==> src/rtl/slice_eval_pkg.sv <==
// slice_eval_pkg
//   Shared definitions for the bit-serial slice evaluator:
//   - state_t     : controller states IDLE / RUN / DONE
//   - WIDTH_DEF   : default number of bit slices per operand word
package slice_eval_pkg;

   localparam int WIDTH_DEF = 4;

   typedef enum logic [1:0] {
      IDLE = 2'd0,
      RUN  = 2'd1,
      DONE = 2'd2
   } state_t;

endpackage

==> src/rtl/slice_cell.sv <==
// slice_cell
//   One bit slice of the evaluator: a fixed eight-gate network.
//   Ports:
//     a_bit  in   operand A bit
//     b_bit  in   operand B bit
//     y_bit  out  slice result (reduces to b_bit)
module slice_cell (
   input  logic a_bit,
   input  logic b_bit,
   output logic y_bit
);

   logic w0, w1, w2, w3, w4, w5, w6;

   assign w0    = a_bit & b_bit;
   assign w1    = a_bit | b_bit;
   assign w2    = a_bit | w0;
   assign w3    = b_bit & w1;
   assign w4    = w0 ^ w1;
   assign w5    = ~(w2 & w4);
   assign w6    = ~(w3 | w4);
   assign y_bit = w5 ^ w6;

endmodule

==> src/rtl/slice_serial_eval.sv <==
// slice_serial_eval
//   Captures an operand word pair, evaluates one bit slice per clock from
//   MSB down to bit 0 through a single slice_cell, then presents the result
//   word until the consumer takes it.
//   Ports:
//     clk        in   clock, rising edge
//     rst        in   asynchronous active-high reset
//     in_valid   in   operand word a/b presented
//     in_ready   out  block can accept an operand word (IDLE only)
//     a, b       in   operand words [WIDTH]
//     out_valid  out  result y presented (DONE only)
//     out_ready  in   consumer accepts y
//     y          out  result word [WIDTH], zero outside DONE
//     busy       out  high in any state other than IDLE
module slice_serial_eval
   import slice_eval_pkg::*;
#(
   parameter int WIDTH = WIDTH_DEF
) (
   input  logic             clk,
   input  logic             rst,
   input  logic             in_valid,
   output logic             in_ready,
   input  logic [WIDTH-1:0] a,
   input  logic [WIDTH-1:0] b,
   output logic             out_valid,
   input  logic             out_ready,
   output logic [WIDTH-1:0] y,
   output logic             busy
);

   localparam int CW = (WIDTH > 1) ? $clog2(WIDTH) : 1;

   state_t           state, state_nxt;
   logic [CW-1:0]    cnt;
   logic [WIDTH-1:0] a_r, b_r, res_r;
   logic             a_bit, b_bit, y_bit;
   logic             accept;

   // Counter-selected operand bits; a compare-mux avoids out-of-range
   // indexing when WIDTH is not a power of two.
   always_comb begin
      a_bit = 1'b0;
      b_bit = 1'b0;
      for (int i = 0; i < WIDTH; i++) begin
         if (cnt == CW'(i)) begin
            a_bit = a_r[i];
            b_bit = b_r[i];
         end
      end
   end

   slice_cell u_cell (
      .a_bit (a_bit),
      .b_bit (b_bit),
      .y_bit (y_bit)
   );

   always_comb begin
      state_nxt = state;
      in_ready  = 1'b0;
      out_valid = 1'b0;
      busy      = 1'b1;
      case (state)
         IDLE: begin
            in_ready = 1'b1;
            busy     = 1'b0;
            if (in_valid) state_nxt = RUN;
         end
         RUN: begin
            if (cnt == '0) state_nxt = DONE;
         end
         DONE: begin
            out_valid = 1'b1;
            if (out_ready) state_nxt = IDLE;
         end
         default: state_nxt = IDLE;
      endcase
   end

   assign accept = in_valid & in_ready;
   assign y      = (state == DONE) ? res_r : '0;

   always_ff @(posedge clk or posedge rst) begin
      if (rst) begin
         state <= IDLE;
         cnt   <= '0;
         a_r   <= '0;
         b_r   <= '0;
         res_r <= '0;
      end else begin
         state <= state_nxt;
         if (accept) begin
            a_r   <= a;
            b_r   <= b;
            res_r <= '0;
            cnt   <= CW'(WIDTH - 1);
         end else if (state == RUN) begin
            for (int i = 0; i < WIDTH; i++) begin
               if (cnt == CW'(i)) res_r[i] <= y_bit;
            end
            if (cnt != '0) cnt <= cnt - 1'b1;
         end
      end
   end

endmodule

==> config.mk <==
export PLATFORM = sky130hd
export DESIGN_NAME = slice_serial_eval
export DESIGN_NICKNAME = d
export VERILOG_FILES = /design/src/rtl/slice_eval_pkg.sv /design/src/rtl/slice_cell.sv /design/src/rtl/slice_serial_eval.sv
export SDC_FILE = /design/constraint.sdc
export NUM_CORES = 1
export LEC_CHECK = 0
export CAP_MARGIN = 25
export CORE_ASPECT_RATIO = 1.25
export CORE_MARGIN = 3
export CORE_UTILIZATION = 52
export DETAILED_ROUTE_END_ITERATION = 16
export PLACE_DENSITY = 0.82
export SYNTH_ARGS = -nofsm -noshare
export SYNTH_HDL_FRONTEND = slang
export SYNTH_HIERARCHICAL = 1
export SYNTH_SLANG_ARGS = --single-unit
==> constraint.sdc <==
create_clock -name clk -period 4 [get_ports clk]
set_input_delay 0.8 -clock clk [delete_from_list [all_inputs] [get_ports clk]]
set_output_delay 0.8 -clock clk [all_outputs]
set_load 0.05 [all_outputs]
# ---- Yosys cells after proc, flatten, opt, wreduce, memory -nomap -nowiden
# Index checks and enable logic that the tools add are counted.
dict set report classes {
  n_eq_ne 8
  n_bitwise 11
  addsub 1
  n_mux 25
  n_reduce_logical 15
}
# op count
set ops {}
lappend ops {{1-bit two-way mux} 15}
lappend ops {{2-bit nonzero test} 7}
lappend ops {{2-bit two-way mux} 6}
lappend ops {{4-bit two-way mux} 3}
lappend ops {{2-bit AND reduction} 5}
lappend ops {{2-bit == test, second input constant} 3}
lappend ops {{2-bit inequality test, second input constant} 3}
lappend ops {{2-bit one-hot mux with 3 select lines} 1}
lappend ops {{1-bit bitwise AND} 4}
lappend ops {{2-bit by 1-bit == test with 1-bit output, second input constant} 2}
lappend ops {{2-bit logical NOT} 2}
lappend ops {{1-bit OR} 3}
lappend ops {{3-bit AND reduction} 1}
lappend ops {{1-bit NOT} 2}
lappend ops {{2-bit by 1-bit subtractor with 2-bit output, second input constant} 1}
lappend ops {{1-bit bitwise XOR} 2}
dict set report totals {
  out_inout_bits 7
  word_cells 68
  register_bits 16
  input_bits 12
}

# ---- Depth between registers and ports, before layout
dict set report logic_depth {
  ltp_word 13
  ltp_mapped 7
  mapped_depth_nobuf 6
}

# ---- Cells and area by module
# The synthesis kept the hierarchy.
# mod seq_area_each_um2 cells_each area_each_um2 n_inst
set modules_own_cells {}
lappend modules_own_cells {slice_serial_eval 400.4 80 872.1 1}
lappend modules_own_cells {slice_cell 0.0 1 3.8 1}

# ---- Least setup slack after synthesis
# Ideal clock, no wire load.
dict set report synth_path {
  kind {reg2out}
  start {reg state[0]}
  end {out busy}
  path_slack_ps 1363
  required_ps 3200
  t_arrival_ps 1837
  path_buffers 2
  stages_incl_launch_ff 5
  path_cell_list {dfrtp_1 buf_6 clkbuf_1 nor2_1 inv_1}
}
dict set report synth_between {
  elab_chain_len 2
}
# item line
set synth_lines {}
lappend synth_lines {{start: declaration} slice_serial_eval.sv:34} ;# state_t state, state_nxt;
lappend synth_lines {{start signal: assignment} slice_serial_eval.sv:92} ;# state <= state_nxt;
lappend synth_lines {{2-bit logical NOT} slice_serial_eval.sv:64} ;# case (state)
lappend synth_lines {{1-bit two-way mux} slice_serial_eval.sv:64}
lappend synth_lines {{end: declaration} slice_serial_eval.sv:29} ;# output logic busy
# No other way between the ends.

# ---- Worst setup path after layout
dict set report layout_path {
  start {reg state[0]}
  end {out y[1]}
}
dict set report layout_between {
  elab_chain_len 2
}
# item line
set layout_lines {}
lappend layout_lines {{2-bit == test} slice_serial_eval.sv:82} ;# assign y = (state == DONE) ? res_r : '0;
lappend layout_lines {{4-bit two-way mux} slice_serial_eval.sv:82}
lappend layout_lines {{end: declaration} slice_serial_eval.sv:28} ;# output logic [WIDTH-1:0] y,
# No other way between the ends.

==> run_results.csv <==
group,metric,value,unit
outcome,outcome,"finished clean",
drt,wl_per_cell,13.1,µm
drt,vias,533,
sta,timing.final.ws_setup,1.08,ns
critical_path,reg2reg_depth,6,
finish,area_growth,25.6,%
place,post-dp-hpwl,1.01,mm
sta,fin_crit,2.92,ns
clock_tree,root_buffer,"clkbuf_4",
power,p_per_area,776,nW/µm²
floorplanning,die_x,38.7,µm
clock_tree,cts_resized,0,
sta,tightest_slew,0.516,ns
power,p_leak,0.376,nW
drt,drc,0,
power,swShare,41.5,%
power,p_comb_share,50.3,%
sta,hold_viol,0,
drt,dr.pass1.iters,4,
finish,drive_gt1_share,15.7,%
sta,final-max-slew-violation-count,0,
drt,wl,1.30,mm
min_path,hold_path_class,"reg2reg",
floorplanning,ios,19,
place,place_ws,1.38,ns
floorplanning,die-area,1810,µm²
floorplanning,dieHeight,46.9,µm
finish,n_antenna_cell,0,
critical_path,cp_max_fo,17,
sta,fmax,343,MHz
floorplanning,initial_utilization,56.6,%
drt,ant_nets,0,
power,p_switching,0.000281,W
clock_tree,clockBufferDepth,2,
critical_path,startpoint_type,"flip-flop",
clock_tree,cts_made_buffers,3,
power,pwr-share-clk,14.4,%
power,power,0.000676,W
finish,nets,100,
critical_path,arrival,2.12,ns
grt,grt_max_degree,18,
job,cap_violations,0,
grt,grt_usage,18.5,%
sta,finalCritPeriodShare,73.0,%
sta,fin_tns_setup,0,ns
power,seqPwrFrac,35.3,%
clock_tree,clock_sinks,12,
clock_tree,hold_buffers,0,
drt,via_per_inst,5.38,
place,port_buffers,14,
sta,max_slew_margin,65.6,%
synthesis,syn_area,694,µm²
synthesis,syn_inst,68,
power,p_int,0.000396,W
clock_tree,postCtsSetupRepairBufs,0,
clock_tree,clkLatencyLatePin,0.28,ns
power,ir_worst_vdd,0.000455,V
sta,finClkSkew,0.00536,ns
finish,final_area,872,µm²
synthesis,syn-num-nets,84,
sta,rsz0062_at_grt,"no",
grt,grt_pass1_wl,2.24,mm
floorplanning,num_rows,14,
clock_tree,h-tree-depth,1,
place,placed_cell_area,836,µm²
critical_path,critPathKind,"reg2out",
grt,overflow,0,
floorplanning,coreArea,1230,µm²
sta,finalSetupViolCount,0,
synthesis,synth_warnings,6,
grt,antenna_found_initial,0,
critical_path,cp-end-kind,"output pin",
place,gp_congestion,0.721,
finish,final_util,71.1,%
drt,drt_iter0_drc,12,
min_path,holdPathStages,1,
clock_tree,clk_pin_slew,0.08,ns
grt,grt_pass1_vias,526,
synthesis,avgSynthCellArea,10.2,µm²
clock_tree,cts_tree,"yes",
critical_path,cp_data_required_time,3.20,ns
flip-flops by register name, indices dropped and copies added, names as in the netlist:
| name | cells |
|---|---|
| b_r | 4 |
| cnt | 2 |
| res_r | 4 |
| state | 2 |
path summary, 6_finish.rpt:
kind / from / endpoint / slack, ns
worst min-delay path: b_r[1] / b_r[1] / 0.52
worst max register to register: cnt[0] / res_r[2] / 2.40
min in group asynchronous: rst / cnt[0] / 0.82
worst max-delay path: state[0] / y[1] / 1.08
worst min register to register: b_r[1] / b_r[1] / 0.52
max in group asynchronous: rst / cnt[1] / 2.87
critical path, cell delays in order (launching register included):
cell and delay (ns):
dfrtp_1 0.57, nand2b_1 0.33, nor2_1 0.13, clkdlybuf4s50_1 0.81
area by class of cell:
class	count	area, µm²
Clock buffer	4	36.3
Fill cell	99	354
Inverter	9	33.8
Multi-Input combinational cell	44	342
Sequential cell	12	300
Tap cell	16	20.0
Timing Repair Buffer	14	140
per-layer routing:
layer | global-route usage [%] | vias up | part of all wire (%)
met5 | 0 | - | 0
met4 | 10.3 | 0 | 2.2
met3 | 4.27 | 5 | 4.1
met2 | 31.7 | 11 | 53
met1 | 20.9 | 255 | 41
li1 | - | 262 | -
through the flow:
stage	hold slack [ns]	instances
2_1_floorplan	0.481	68
3_3_place_gp	0.502	95
3_5_place_dp	0.510	95
4_1_cts	0.527	99
5_1_grt	0.533	99
6_report	0.521	99
layout by cell type, fill, tap and decap left out:
master	n
a211oi_1	2
and2_1	1
clkbuf_4	3
clkbuf_8	1
clkdlybuf4s50_1	14
dfrtp_1	12
ha_1	4
inv_1	9
mux2_2	4
nand2_1	6
nand2b_1	2
nand3b_1	8
nor2_1	5
nor2b_1	1
nor3b_1	1
nor3b_4	1
o21ai_0	1
o21ba_2	1
o221a_2	2
o221ai_1	4
or2_2	1
power groups by stage:
| stage | Combinational (W) | Clock (W) | Sequential (W) |
|---|---|---|---|
| 6_report | 0.000341 | 0.0000972 | 0.000239 |
| 5_1_grt | 0.000381 | 0.000103 | 0.000252 |
| 4_1_cts | 0.000344 | 0.0000992 | 0.000240 |
| 3_5_place_dp | 0.000343 | 0 | 0.000242 |
| 3_3_place_gp | 0.000330 | 0 | 0.000239 |
| 2_1_floorplan | 0.000302 | 0 | 0.000211 |
Note: power is estimated with default switching activity, not from simulation.
